File: src/rtl/fetch_unit.sv
// fetch_unit: instruction fetch stage of the multicycle RISC-V core.
// It owns the PC and fetches one instruction at a time with a req/ack read.
// The instruction is held in IR until execute signals ADVANCE. The next PC
// is then chosen by the decoder's PC_SOURCE.
// Ports:
//   CLK, RST           clock (rising edge), asynchronous active-high reset
//   IMEM_ADDR/REQ      instruction read address and held request
//   IMEM_ACK/DATA      acknowledge with same-cycle instruction word
//   PC_SOURCE          0 pc+4, 1 jalr, 2 branch, 3 jal, 4 mtvec, 5 mepc,
//                      6/7 pc+4
//   JALR_ADDR, BRANCH_ADDR, JAL_ADDR, MTVEC, MEPC  candidate targets
//   ADVANCE            current instruction retired; apply PC_SOURCE
//   PC, PC_PLUS4       address of IR and its sequential successor
//   IR, IR_VALID       latched instruction and its valid flag
//   CU_OPCODE, FUNC3, FUNC7  decoder fields sliced from IR
//   MISALIGN           one-cycle pulse after a redirect to an unaligned target
module fetch_unit #(
  parameter logic [31:0] RESET_VECTOR = 32'h0000_0000,
  parameter int unsigned XLEN         = 32
) (
  input  logic            CLK,
  input  logic            RST,
  output logic [XLEN-1:0] IMEM_ADDR,
  output logic            IMEM_REQ,
  input  logic            IMEM_ACK,
  input  logic [XLEN-1:0] IMEM_DATA,
  input  logic [2:0]      PC_SOURCE,
  input  logic [XLEN-1:0] JALR_ADDR,
  input  logic [XLEN-1:0] BRANCH_ADDR,
  input  logic [XLEN-1:0] JAL_ADDR,
  input  logic [XLEN-1:0] MTVEC,
  input  logic [XLEN-1:0] MEPC,
  input  logic            ADVANCE,
  output logic [XLEN-1:0] PC,
  output logic [XLEN-1:0] PC_PLUS4,
  output logic [XLEN-1:0] IR,
  output logic            IR_VALID,
  output logic [6:0]      CU_OPCODE,
  output logic [2:0]      FUNC3,
  output logic [6:0]      FUNC7,
  output logic            MISALIGN
);

  localparam logic [XLEN-1:0] NOP = 32'h0000_0013;

  typedef enum logic {
    FETCH,
    HOLD
  } state_t;

  state_t          r_state;
  logic [XLEN-1:0] r_pc;
  logic [XLEN-1:0] r_ir;
  logic            r_ir_valid;
  logic            r_req;
  logic            r_misalign;

  state_t          w_state_nxt;
  logic [XLEN-1:0] w_pc_nxt;
  logic [XLEN-1:0] w_ir_nxt;
  logic            w_ir_valid_nxt;
  logic            w_req_nxt;
  logic            w_misalign_nxt;
  logic [XLEN-1:0] w_pc_plus4;
  logic [XLEN-1:0] w_target;

  assign w_pc_plus4 = r_pc + 32'd4;

  always_comb begin
    w_target = w_pc_plus4;
    case (PC_SOURCE)
      3'd1:    w_target = JALR_ADDR;
      3'd2:    w_target = BRANCH_ADDR;
      3'd3:    w_target = JAL_ADDR;
      3'd4:    w_target = MTVEC;
      3'd5:    w_target = MEPC;
      default: w_target = w_pc_plus4;
    endcase
  end

  always_comb begin
    w_state_nxt    = r_state;
    w_pc_nxt       = r_pc;
    w_ir_nxt       = r_ir;
    w_ir_valid_nxt = r_ir_valid;
    w_req_nxt      = r_req;
    w_misalign_nxt = 1'b0;
    case (r_state)
      FETCH: begin
        w_req_nxt = 1'b1;
        // An ack counts only once the request is visible on the bus, so a
        // stray ack in the cycle right after reset is discarded.
        if (r_req && IMEM_ACK) begin
          w_ir_nxt       = IMEM_DATA;
          w_ir_valid_nxt = 1'b1;
          w_req_nxt      = 1'b0;
          w_state_nxt    = HOLD;
        end
      end
      HOLD: begin
        w_req_nxt = 1'b0;
        if (ADVANCE) begin
          w_pc_nxt       = {w_target[XLEN-1:2], 2'b00};
          w_misalign_nxt = |w_target[1:0];
          w_ir_valid_nxt = 1'b0;
          // Raise the request on the same edge so that the next fetch can
          // be acked in its first cycle.
          w_req_nxt      = 1'b1;
          w_state_nxt    = FETCH;
        end
      end
      default: w_state_nxt = FETCH;
    endcase
  end

  always_ff @(posedge CLK or posedge RST) begin
    if (RST) begin
      r_state    <= FETCH;
      r_pc       <= RESET_VECTOR;
      r_ir       <= NOP;
      r_ir_valid <= 1'b0;
      r_req      <= 1'b0;
      r_misalign <= 1'b0;
    end else begin
      r_state    <= w_state_nxt;
      r_pc       <= w_pc_nxt;
      r_ir       <= w_ir_nxt;
      r_ir_valid <= w_ir_valid_nxt;
      r_req      <= w_req_nxt;
      r_misalign <= w_misalign_nxt;
    end
  end

  assign IMEM_ADDR = r_pc;
  assign IMEM_REQ  = r_req;
  assign PC        = r_pc;
  assign PC_PLUS4  = w_pc_plus4;
  assign IR        = r_ir;
  assign IR_VALID  = r_ir_valid;
  assign CU_OPCODE = r_ir[6:0];
  assign FUNC3     = r_ir[14:12];
  assign FUNC7     = r_ir[31:25];
  assign MISALIGN  = r_misalign;

endmodule

File: config.mk
export PLATFORM = sky130hd
export DESIGN_NAME = fetch_unit
export DESIGN_NICKNAME = d
export VERILOG_FILES = /design/src/rtl/fetch_unit.sv
export SDC_FILE = /design/constraint.sdc
export NUM_CORES = 1
export LEC_CHECK = 0
export CAP_MARGIN = 20
export CORE_AREA = 2 2 136 138
export CTS_BUF_LIST = sky130_fd_sc_hd__clkbuf_2
export DETAILED_ROUTE_END_ITERATION = 16
export DIE_AREA = 0 0 138 140
export GPL_TIMING_DRIVEN = 0
export PLACE_DENSITY = 0.68
export REMOVE_ABC_BUFFERS = 1
export SLEW_MARGIN = 20
export SYNTH_ARGS = -nofsm -noshare
export SYNTH_HDL_FRONTEND = slang
export SYNTH_SLANG_ARGS = --single-unit
File: constraint.sdc
create_clock -name CLK -period 3.7 [get_ports CLK]
set_input_delay 0.74 -clock CLK [delete_from_list [all_inputs] [get_ports CLK]]
set_output_delay 0.74 -clock CLK [all_outputs]
set_load 0.005 [all_outputs]
==> summary.md <==
| Metric | Value |
|---|---|
| Outcome | `finished, final reports clean` |
| Simple-Gate Fraction of Synth Area | `0.156` |
| #FFs+latches synth | `66` |
| Hpwl dp | `~17000 µm` |
| Routability cong. | `0.845` |
| DRT Wirelength | `22400 µm` |
| Yosys warnings | `0` |
| Pin count of the biggest net entering global routing | `47` |
| Cell area after placement | `8470 µm²` |
| Main combinational cell family by area after synthesis | `compound AO/OA/AOI/OAI gates` |
| Sequential-to-total area share from yosys stat | `0.312` |
| CTS Buf Count | `9` |
| Top cells by area, synth | `dfrtp_1 (30%), mux2_2 (10%), buf_4 (7.5%)` |
| Peak VDD IR | `roughly 0.00034 V` |
| Worst slew pin tran | `around 1 ns` |
| Root Buffer | `clkbuf_2` |
| Clk Latency, worst-skew pair | `0.55 ns` |
| # setup viols final | `0` |
| Diodes inserted | `0` |
| H-tree Lvls | `3` |
| Count leader, synth | `dfrtp_1` |
| Residual DRC | `0` |
| Vias | `5778` |
| MaxCap Viol Count | `0` |
| Peak fanout along the critical path | `7` |
| Tot GR Track Use | `0.219` |
| Hold crit path type | `in -> async` |
| Yosys top cell by area | `dfrtp_1` |
| Avg WL per Cell | `just under 20 µm` |
| Syn_area_per_cell | `9.11 µm²` |
| Hold-fix buffers, CTS | `0` |
| CTS tree | `done` |
| Number of vias per cell | `5.08` |
| Global route overflow | `0` |
| Arrival time at the worst endpoint | `2.82 ns` |
| Synth cell count leaders | `dfrtp_1 (63), buf_4 (53), mux2_2 (48)` |
| Mux cell area share after synthesis | `0.145` |
| Final nets | `1104` |
| Fill count | `1729` |
| Post-route ant nets | `0` |
| Period utilisation layout | `0.962` |
| Synth Instances | `about 580` |
| Setup crit start kind | `flip-flop` |
| Post-Synth Adder-Cell Area | `0.00236` |
| Vias in the first global route | `5581` |
| Worst-path clk slew | `0.23 ns` |
| Die height | `140 µm` |
| Power per cell area | `593 nW/µm²` |
| Detailed Routing Iterations Pass 1 | `5` |
| CTS sink cnt | `66` |
| First-pass GRT wire length | `32900 µm` |
| Worst clock skew | `0.0273 ns` |
| Die area | `slightly below 20000 µm²` |
| CTS Buffer Depth | `2` |
| R2R setup slack | `1.58 ns` |
| Crit path kind | `reg -> out` |
| Yosys cell types | `64` |
| Synth async-reset ratio | `1.00` |
| Final worst path period need | `3.56 ns` |
| R2R Path Start | `IMEM_ADDR[2]` |
| DP Cell Count | `1068` |
| I/O pin count | `347` |
| Initial Utilization | `0.298` |
| Design area | `9100 µm²` |
| Static Leak | `3.59 nW` |
| Area delta synth->final | `71.6%` |
| Port-buffer cells | `340` |
| PnR worst setup slack | `~0.14 ns` |
| R2R depth | `5` |
| Synth top area share | `0.297` |
| Post-synth EDFFs | `0` |
| Post-synthesis cell area | `5300 µm²` |
| Max_slew headroom | `0.331` |
| Final hold violations | `0` |
| Fmax achieved | `0.281 GHz` |
| DP Worst Slack | `0.0302 ns` |
| Synth Area in Compound Gates | `0.196` |
| Initial DRC count | `309` |
| Initial antenna violation count | `0` |
| CORE AREA | `17800 µm²` |
| Xor/xnor share of the synthesized area | `0.0462` |
| Final Slew Violations | `0` |
| Tot Pwr | `0.00539 W` |
| Critical Path End Type | `primary output` |
| Die width | `around 140 µm` |
| FP Rows | `49` |
| RSZ-0062 raised after global routing | `no` |
| Required @ worst endpoint | `2.96 ns` |
| Share of cells above drive strength 1 | `0.204` |
| Fin cells | `1138` |
| Synth Flop Type | `dfrtp_1` |
| WHS | `0.503 ns` |
| Worst R2R End | `IMEM_ADDR[27]` |
## worst max path at each step
stage | from | end | slack (ns) | depth (start not counted)
4_1_cts | IMEM_ADDR[27] | PC_PLUS4[31] | 0.006 | 6
3_5_place_dp | IMEM_ADDR[2] | PC_PLUS4[18] | 0.03 | 7
3_3_place_gp | PC_SOURCE[0] | IMEM_ADDR[11] | -2.34 | 5
5_1_grt | IMEM_ADDR[27] | PC_PLUS4[31] | 0.01 | 6
2_1_floorplan | IMEM_ADDR[2] | PC_PLUS4[26] | 0.88 | 5
6_report | IMEM_ADDR[27] | PC_PLUS4[31] | 0.14 | 6
## power breakdown
group | total (W) | internal, W | switching (W)
sequential | 0.00150 | 0.00111 | 0.000389
clock | 0.000464 | 0.000155 | 0.000309
combinational | 0.00343 | 0.00222 | 0.00121
## critical path, stage by stage, from the launching register on
cell and delay (ns):
dfrtp_2 0.50, inv_1 0.12, or4_1 0.58, nor4_4 0.22, buf_4 0.18, xor2_1 0.15
clkdlybuf4s50_1 0.53
## cell type report
type,instances,area [µm²],share of cell area
well taps,229,287,0.0315
clock inverters,7,68.8,0.00756
repair buffers,402,3930,0.432
inverters,13,51.3,0.00564
multi-input cells,412,3030,0.333
clock buffers,9,45.0,0.00495
flip-flops and latches,66,1690,0.186
## state kept, by name, summed over array words and instances (netlist names)
name	cells
IMEM_ADDR	30
IMEM_REQ	1
IR	32
IR_VALID	1
MISALIGN	1
r_state	1
## cell families after synthesis
group           after synthesis
flops                        66
simple gates                153
xor+xnor                     28
buf+inv                     109
compound gates              153
other cells                   1
fa+ha+maj                     1
mux                          71
## routing by layer
layer | part of all wire | vias up | routed length, µm | GRT usage
met2 | 0.51 | 240 | 11400 | 0.389
met4 | 0.014 | 0 | 314 | 0.0440
met1 | 0.42 | 2783 | 9320 | 0.272
met3 | 0.063 | 20 | 1410 | 0.0523
li1 | - | 2735 | - | -
met5 | 0 | - | 0 | 0
## timing repair
item,CTS,global route
gates resized for setup,26,15
buffers inserted,13,41
pin swaps,7,1
setup endpoints to repair,16,12
## per-stage QoR
step / util / setup TNS [ns]
floorplan: - / 0
global placement: 0.467 / -70.67
detailed placement: 0.476 / 0
CTS: 0.492 / 0
global route: 0.512 / 0
finish: 0.512 / 0
## cell usage in the layout (no fill, tap or decap), types with 4 or more instances in the layout
cell type        count
nor3_1              10
a31oi_1              7
o22a_1               9
conb_1               6
a21oi_1             22
a211oi_1             4
clkbuf_2             9
and3_1               4
dfrtp_2             27
mux2_2              48
dfrtp_1             36
nor2_1              29
xor2_1               8
or4_1                4
o22ai_1             19
nand2b_1             8
o21ai_0             30
inv_1               11
a2bb2oi_1            4
xnor2_1             20
a22oi_1             21
nand4_1             11
nor4_4               4
o221ai_1             4
nand2_1             40
nand3_1             13
buf_12               5
buf_4               56
clkdlybuf4s50_1    337
a22o_1               6
mux2i_1             23
a32oi_1              4
No activity file was read; power rests on OpenSTA's default activity.
